$ cat config.mk
export PLATFORM = sky130hd
export DESIGN_NAME = truth_table_sweeper
export DESIGN_NICKNAME = d
export VERILOG_FILES = /design/src/rtl/truth_table_sweeper.sv
export SDC_FILE = /design/constraint.sdc
export NUM_CORES = 1
export LEC_CHECK = 0
export CAP_MARGIN = 10
export CORE_MARGIN = 2
export CORE_UTILIZATION = 50
export DETAILED_ROUTE_END_ITERATION = 16
export MAX_ROUTING_LAYER = met4
export PLACE_DENSITY = 0.88
export SYNTH_ARGS = -nofsm -noshare
export SYNTH_HDL_FRONTEND = slang
export SYNTH_SLANG_ARGS = --single-unit
$ cat constraint.sdc
create_clock -name clk -period 6.8 [get_ports clk]
set_input_delay 1.02 -clock clk [delete_from_list [all_inputs] [get_ports clk]]
set_output_delay 1.02 -clock clk [all_outputs]
set_load 0.05 [all_outputs]
$ cat src/rtl/truth_table_sweeper.sv
// Exhaustive sweeper: drives every N-bit vector to a function block and scores its output against TRUTH.
// Latency: one vector per clock; results valid 2^N+LAT cycles after the cycle following start.
// Backpressure: none; start is only honoured in IDLE or DONE and ignored while busy.
module truth_table_sweeper #(
    parameter int                N     = 5,
    parameter logic [(1<<N)-1:0] TRUTH = 32'hB37C_644A,
    parameter int                LAT   = 0
) (
    input  logic         clk,
    input  logic         rst,
    input  logic         start,
    output logic [N-1:0] dut_in,
    input  logic         dut_f,
    output logic         busy,
    output logic         done,
    output logic         pass,
    output logic [N:0]   err_cnt,
    output logic [N:0]   ones_cnt,
    output logic [N-1:0] first_err_idx,
    output logic         first_err_vld
);

    typedef enum logic [1:0] {IDLE, RUN, DRAIN, DONE} state_t;

    localparam logic [N-1:0] LAST_IDX = '1;
    localparam logic [N-1:0] ONE_IDX  = 1;
    localparam logic [N:0]   ONE_CNT  = 1;
    localparam logic [2:0]   LAT_M1   = 3'(LAT - 1);

    state_t       state;
    logic [2:0]   lat_cnt;
    logic         cmp_vld;
    logic [N-1:0] cmp_idx;

    // dut_in doubles as the sweep index: it is 0 outside RUN because it wraps on the last vector.
    generate
        if (LAT == 0) begin : g_comb
            assign cmp_vld = (state == RUN);
            assign cmp_idx = dut_in;
        end else begin : g_pipe
            logic [LAT-1:0] pipe_vld;
            logic [N-1:0]   pipe_idx [LAT];

            // Delay {valid, index} by LAT clocks so each dut_f is scored against the vector that produced it.
            always_ff @(posedge clk) begin
                if (rst) begin
                    pipe_vld <= '0;
                    for (int k = 0; k < LAT; k++) pipe_idx[k] <= '0;
                end else begin
                    pipe_vld[0] <= (state == RUN);
                    pipe_idx[0] <= dut_in;
                    for (int k = 1; k < LAT; k++) begin
                        pipe_vld[k] <= pipe_vld[k-1];
                        pipe_idx[k] <= pipe_idx[k-1];
                    end
                end
            end

            assign cmp_vld = pipe_vld[LAT-1];
            assign cmp_idx = pipe_idx[LAT-1];
        end
    endgenerate

    // Sweep FSM plus scoring; a clear on accepted start overrides any scoring update in the same cycle.
    always_ff @(posedge clk) begin
        if (rst) begin
            state         <= IDLE;
            dut_in        <= '0;
            busy          <= 1'b0;
            done          <= 1'b0;
            lat_cnt       <= '0;
            err_cnt       <= '0;
            ones_cnt      <= '0;
            first_err_idx <= '0;
            first_err_vld <= 1'b0;
        end else begin
            if (cmp_vld) begin
                if (dut_f != TRUTH[cmp_idx]) begin
                    err_cnt <= err_cnt + ONE_CNT;
                    if (!first_err_vld) begin
                        first_err_idx <= cmp_idx;
                        first_err_vld <= 1'b1;
                    end
                end
                if (dut_f) ones_cnt <= ones_cnt + ONE_CNT;
            end

            case (state)
                IDLE, DONE: begin
                    if (start) begin
                        state         <= RUN;
                        dut_in        <= '0;
                        busy          <= 1'b1;
                        done          <= 1'b0;
                        err_cnt       <= '0;
                        ones_cnt      <= '0;
                        first_err_idx <= '0;
                        first_err_vld <= 1'b0;
                    end
                end
                RUN: begin
                    if (dut_in == LAST_IDX) begin
                        dut_in <= '0;
                        if (LAT > 0) begin
                            state   <= DRAIN;
                            lat_cnt <= '0;
                        end else begin
                            state <= DONE;
                            busy  <= 1'b0;
                            done  <= 1'b1;
                        end
                    end else begin
                        dut_in <= dut_in + ONE_IDX;
                    end
                end
                DRAIN: begin
                    if (lat_cnt == LAT_M1) begin
                        state <= DONE;
                        busy  <= 1'b0;
                        done  <= 1'b1;
                    end else begin
                        lat_cnt <= lat_cnt + 3'd1;
                    end
                end
                default: state <= IDLE;
            endcase
        end
    end

    // pass is a pure decode of registered results, so it is stable whenever done is.
    assign pass = done && (err_cnt == '0);

endmodule
After elaboration in Yosys (flattened, before gate mapping)
Memories as Yosys holds them, arrays and structs flattened. A register that Yosys moved wholly into a read port is not among the register bits. Index checks and enable logic that the tools add are counted.

ROM bits: 32. Flip-flop bits (word level): 30. Output and inout port bits: 26. Memories: 1.

Memory list: (name not given) (depth 32, bits a word 1, read ports 1, clocked after Yosys merged registers in 1, write ports 0, line 78) `if (dut_f != TRUTH[cmp_idx]) begin`.

Reductions and logical operators: 8. Bitwise gates (word level): 1. Add/sub/neg operators: 4. $lt $le $gt $ge: 1. Equality and inequality tests: 9. Multiplexer cells: 35.

Operator list (number): 6-bit 2-to-1 mux (8); 5-bit 2-to-1 mux (9); 6-bit by 1-bit adder with 6-bit output (second input constant) (2); 1-bit 2-to-1 mux (11); 5-bit one-hot mux with 2 select lines (1); 6-bit logical NOT (1); 5-bit by 6-bit < comparator with 1-bit output (second input constant) (1); 2-bit 2-to-1 mux (3); 1-bit one-hot mux with 3 select lines (2); 2-bit one-hot mux with 3 select lines (1); 5-bit by 1-bit adder with 5-bit output (second input constant) (1); 5-bit == test (second input constant) (1); 2-bit == test (second input constant) (2); 2-bit inequality test (second input constant) (2); 2-bit AND reduction (2); 3-bit by 1-bit adder with 3-bit output (second input constant) (1); 3-bit == test (second input constant) (1); 3-bit AND reduction (1); 2-bit by 1-bit == test with 1-bit output (second input constant) (1); 2-bit logical NOT (1); 2-bit by 1-bit inequality test with 1-bit output (second input constant) (1); 2-bit nonzero test (1); 2-bit OR reduction (1); 1-bit logical AND (1); other kinds (2) (2).

Longest topological paths before layout
Word-level depth: 7. Mapped depth: 14.

Least setup slack after synthesis
No wires, ideal clock.

Path kind: reg2out. Start: register err_cnt[1]. End: output port pass. Arrival: 2.374 ns. Cell stages (with the launch flop): 5. Buffers on the path: 0. Setup slack: 3.406 ns. Cell sequence: dfxtp_1 inv_1 ha_1 or4b_2 nor3_1.

Cells in the longest elaborated chain, start to end: 2.

Ends and longest elaborated chain: start: declaration (line 17) `output logic [N:0] err_cnt,`; start signal: assignment (line 79) `err_cnt <= err_cnt + ONE_CNT;`; 6-bit logical NOT (line 131) `assign pass = done && (err_cnt == '0);`; 1-bit logical AND (line 131); end: declaration (line 16) `output logic pass,`.

No other way between the ends.

Worst setup path after layout
Start: register err_cnt[0]. End: output port pass.

Same word-level chain as after synthesis.

==> summary.md <==
| Metric | Value |
|---|---|
| Max-slew headroom at the worst pin | 0.590 |
| CP Capture Type | output port |
| Nets | 223 |
| CTS root buf | clkbuf_4 |
| Switch share | 0.420 |
| Synth-to-Final Area Change | 23.0% |
| Total global routing overflow | 0 |
| Vias | 1,348 |
| Cell area after synthesis | 1560 um2 |
| Die area | 3590 um2 |
| Ant diodes | 0 |
| Static Leak | 0.763 nW |
| Hold Path Class | flip-flop to flip-flop |
| Maximum vdd drop | 0.190 mV |
| Main combinational cell family by area after synthesis | simple AND/OR/NAND/NOR gates |
| Initial DRC count | 39 |
| Adder-cell share of the synthesized area | 0.0960 |
| Post-route cell area | 1920 um2 |
| Initial antenna violation count | 0 |
| Least-Margin Pin Slew | 614 ps |
| Syn Nets | 195 |
| Max-slew violations | 0 |
| First-pass GRT wire length | 5090 um |
| Largest cells by area after synthesis | dfxtp_1, ha_1, nor2_1 |
| Distinct cells, synth | 37 |
| CP Launch Type | flip-flop |
| Starting Density | 0.521 |
| Routed WL per cell | 13.0 um |
| Crit path max fanout | 5 |
| Yosys warns | 0 |
| Antenna-violating nets left | 0 |
| Final HPWL DP | 2330 um |
| Final Hold Viols | 0 |
| CP Class | flip-flop to output port |
| Internal power | 0.000346 W |
| Switch Pwr | 0.000251 W |
| Final setup viols | 0 |
| Cells after Synth | 179 |
| Port buffer count | 29 |
| EDFF count, synth | 0 |
| Synth Area in XOR/XNOR | 0.0672 |
| Vias per cell | 5.59 |
| Die Ht | 59.9 um |
| TNS Setup | 0 ps |
| Mapped Avg Cell Area | 8.74 um2 |
| Vias in the first global route | 1,197 |
| Max_cap viols | 0 |
| P per Cell Area | 310 nW/um2 |
| Num CTS Buffers | 5 |
| Fin crit period | 3480 ps |
| Drt drc | 0 |
| Top cell type's share of synthesized area | 0.384 |
| WP data required | 5780 ps |
| First-pass DRT Iterations | 4 |
| # fillers | 235 |
| Main synth FF type | dfxtp_1 |
| Period Utilization, post-route | 0.512 |
| Sequential power share | 0.363 |
| Clk pin slew, worst setup/hold paths | 90 ps |
| H-tree Lvls | 2 |
| Crit path DAT | 2460 ps |
| Die W | 59.9 um |
| Synthesized flop and latch total | 30 |
| Worst reg2reg setup slack | 3740 ps |
| Comb power frac | 0.456 |
| GRT Util Overall | 0.195 |
| Fraction of layout cells with a size suffix above 1 | 0.0625 |
| Worst-Skew Late Latency | 330 ps |
| Largest net degree at the start of global routing | 19 |
| Hold-fix buffers, CTS | 0 |
| Post-synthesis simple-gate area fraction | 0.222 |
| Metal1 wirelength | 1420 um |
| Final wirelength | 3130 um |
| Met3 wire length | 146 um |
| Clk buf depth | 2 |
| DR top layer | met4 |
| Clock skew | 13.5 ps |
| Post-CTS Repair Setup Buffers | 0 |
| RePlAce Congestion | 0.925 |
| RSZ-0062 raised after global routing | false |
| Num rows | 20 |
| Core ar. | 3000 um2 |
| Asr flop ratio synth | 0 |
| Post-synthesis compound-gate area fraction | 0.115 |
| Post-CTS sizing | 0 |
| Ports | 30 |
| Most frequent cells in the layout | nor2_1, dfxtp_1, clkdlybuf4s50_1 |
| TritonCTS clock tree | yes |
| DP Area | 1860 um2 |
| Fmax | 0.287 GHz |
| Outcome | finished, final reports clean |
| Num Clock Sinks | 30 |
| Mux share of post-synthesis cell area | 0.0736 |
| Yosys top cell by area | dfxtp_1 |
| Register area share after synthesis | 0.384 |
| WL met2 | 1490 um |
| Clock network power share | 0.181 |
==> registers in the layout, summed over array words and instances (netlist names), named ones only <==
| register | cells |
|---|---|
| busy | 1 |
| done | 1 |
| dut_in | 5 |
| err_cnt | 6 |
| first_err_idx | 5 |
| first_err_vld | 1 |
| lat_cnt | 3 |
| ones_cnt | 6 |
| state | 1 |
==> layout make-up <==
class / instances / area (um2) / share of cell area
clock buffers: 7 / 55.1 / 0.0286
multi-input cells: 132 / 898 / 0.467
inverters: 9 / 33.8 / 0.0176
well taps: 33 / 41.3 / 0.0215
repair buffers: 29 / 290 / 0.151
clock inverters: 1 / 5.00 / 0.00260
flip-flops and latches: 30 / 601 / 0.312
==> final timing paths <==
kind,from,end,cells past startpoint
setup reg to reg,dut_in[0]$_SDFFE_PP0N_,flip-flop,12
hold reg to reg,first_err_idx[2]$_SDFF_PP0_,first_err_idx[2]$_SDFF_PP0_,2
hold / removal,first_err_idx[2]$_SDFF_PP0_,first_err_idx[2]$_SDFF_PP0_,2
setup / recovery,err_cnt[0]$_SDFF_PP0_,pass,5
==> power by group through the flow <==
stage | clock network, W | logic, W | registers, W
after detailed placement | 0 | 0.000271 | 0.000221
after floorplan | 0 | 0.000166 | 0.000261
final | 0.000108 | 0.000272 | 0.000217
after global routing | 0.000116 | 0.000297 | 0.000220
after CTS | 0.000111 | 0.000272 | 0.000217
after global placement | 0 | 0.000265 | 0.000220
==> critical path, stage by stage, from the launching register on <==
cell and delay (ps):
dfxtp_1 370, inv_1 70, ha_1 130, or4b_2 570, nor3_1 160, clkdlybuf4s50_1 830
==> through the flow <==
step	util	setup WS, ps	cells	hold slack [ps]	power (W)
after floorplan	-	3410	179	462	0.000428
after global placement	0.621	3440	233	470	0.000486
after detailed placement	0.621	3360	233	489	0.000492
after CTS	0.641	3310	241	508	0.000600
after global routing	0.641	3190	241	532	0.000633
final	0.641	3320	241	502	0.000597
==> logic make-up (layout without fill, tap and decap cells) <==
kind of cell	Yosys count	in the layout
adders and majority gates	12	12
DFF	30	30
muxes	11	11
AOI/OAI and AO/OA	28	28
and+or+nand+nor	69	69
xor gates and xnor gates	12	12
buffers and inverters	17	46
==> Yosys cell counts, types with 2 or more instances <==
cell type and number:
nor2_1 30, clkbuf_1 7, and2_1 2, a211oi_1 2
a21oi_1 11, and3_1 3, nand2b_1 2, nor2b_1 4
mux2i_1 9, dfxtp_1 30, nor3_1 4, nand4_1 5
nand3_1 2, ha_1 12, a32oi_1 2, xnor2_1 3
inv_1 9, nand2_1 9, o21ai_0 7, xor2_1 9
==> layer usage <==
layer,global-route usage,up-vias
li1,-,678
met1,0.221,617
met2,0.318,46
met3,0.0455,7
met4,0.105,0
met5,-,-
Note: power is estimated with default switching activity, not from simulation.
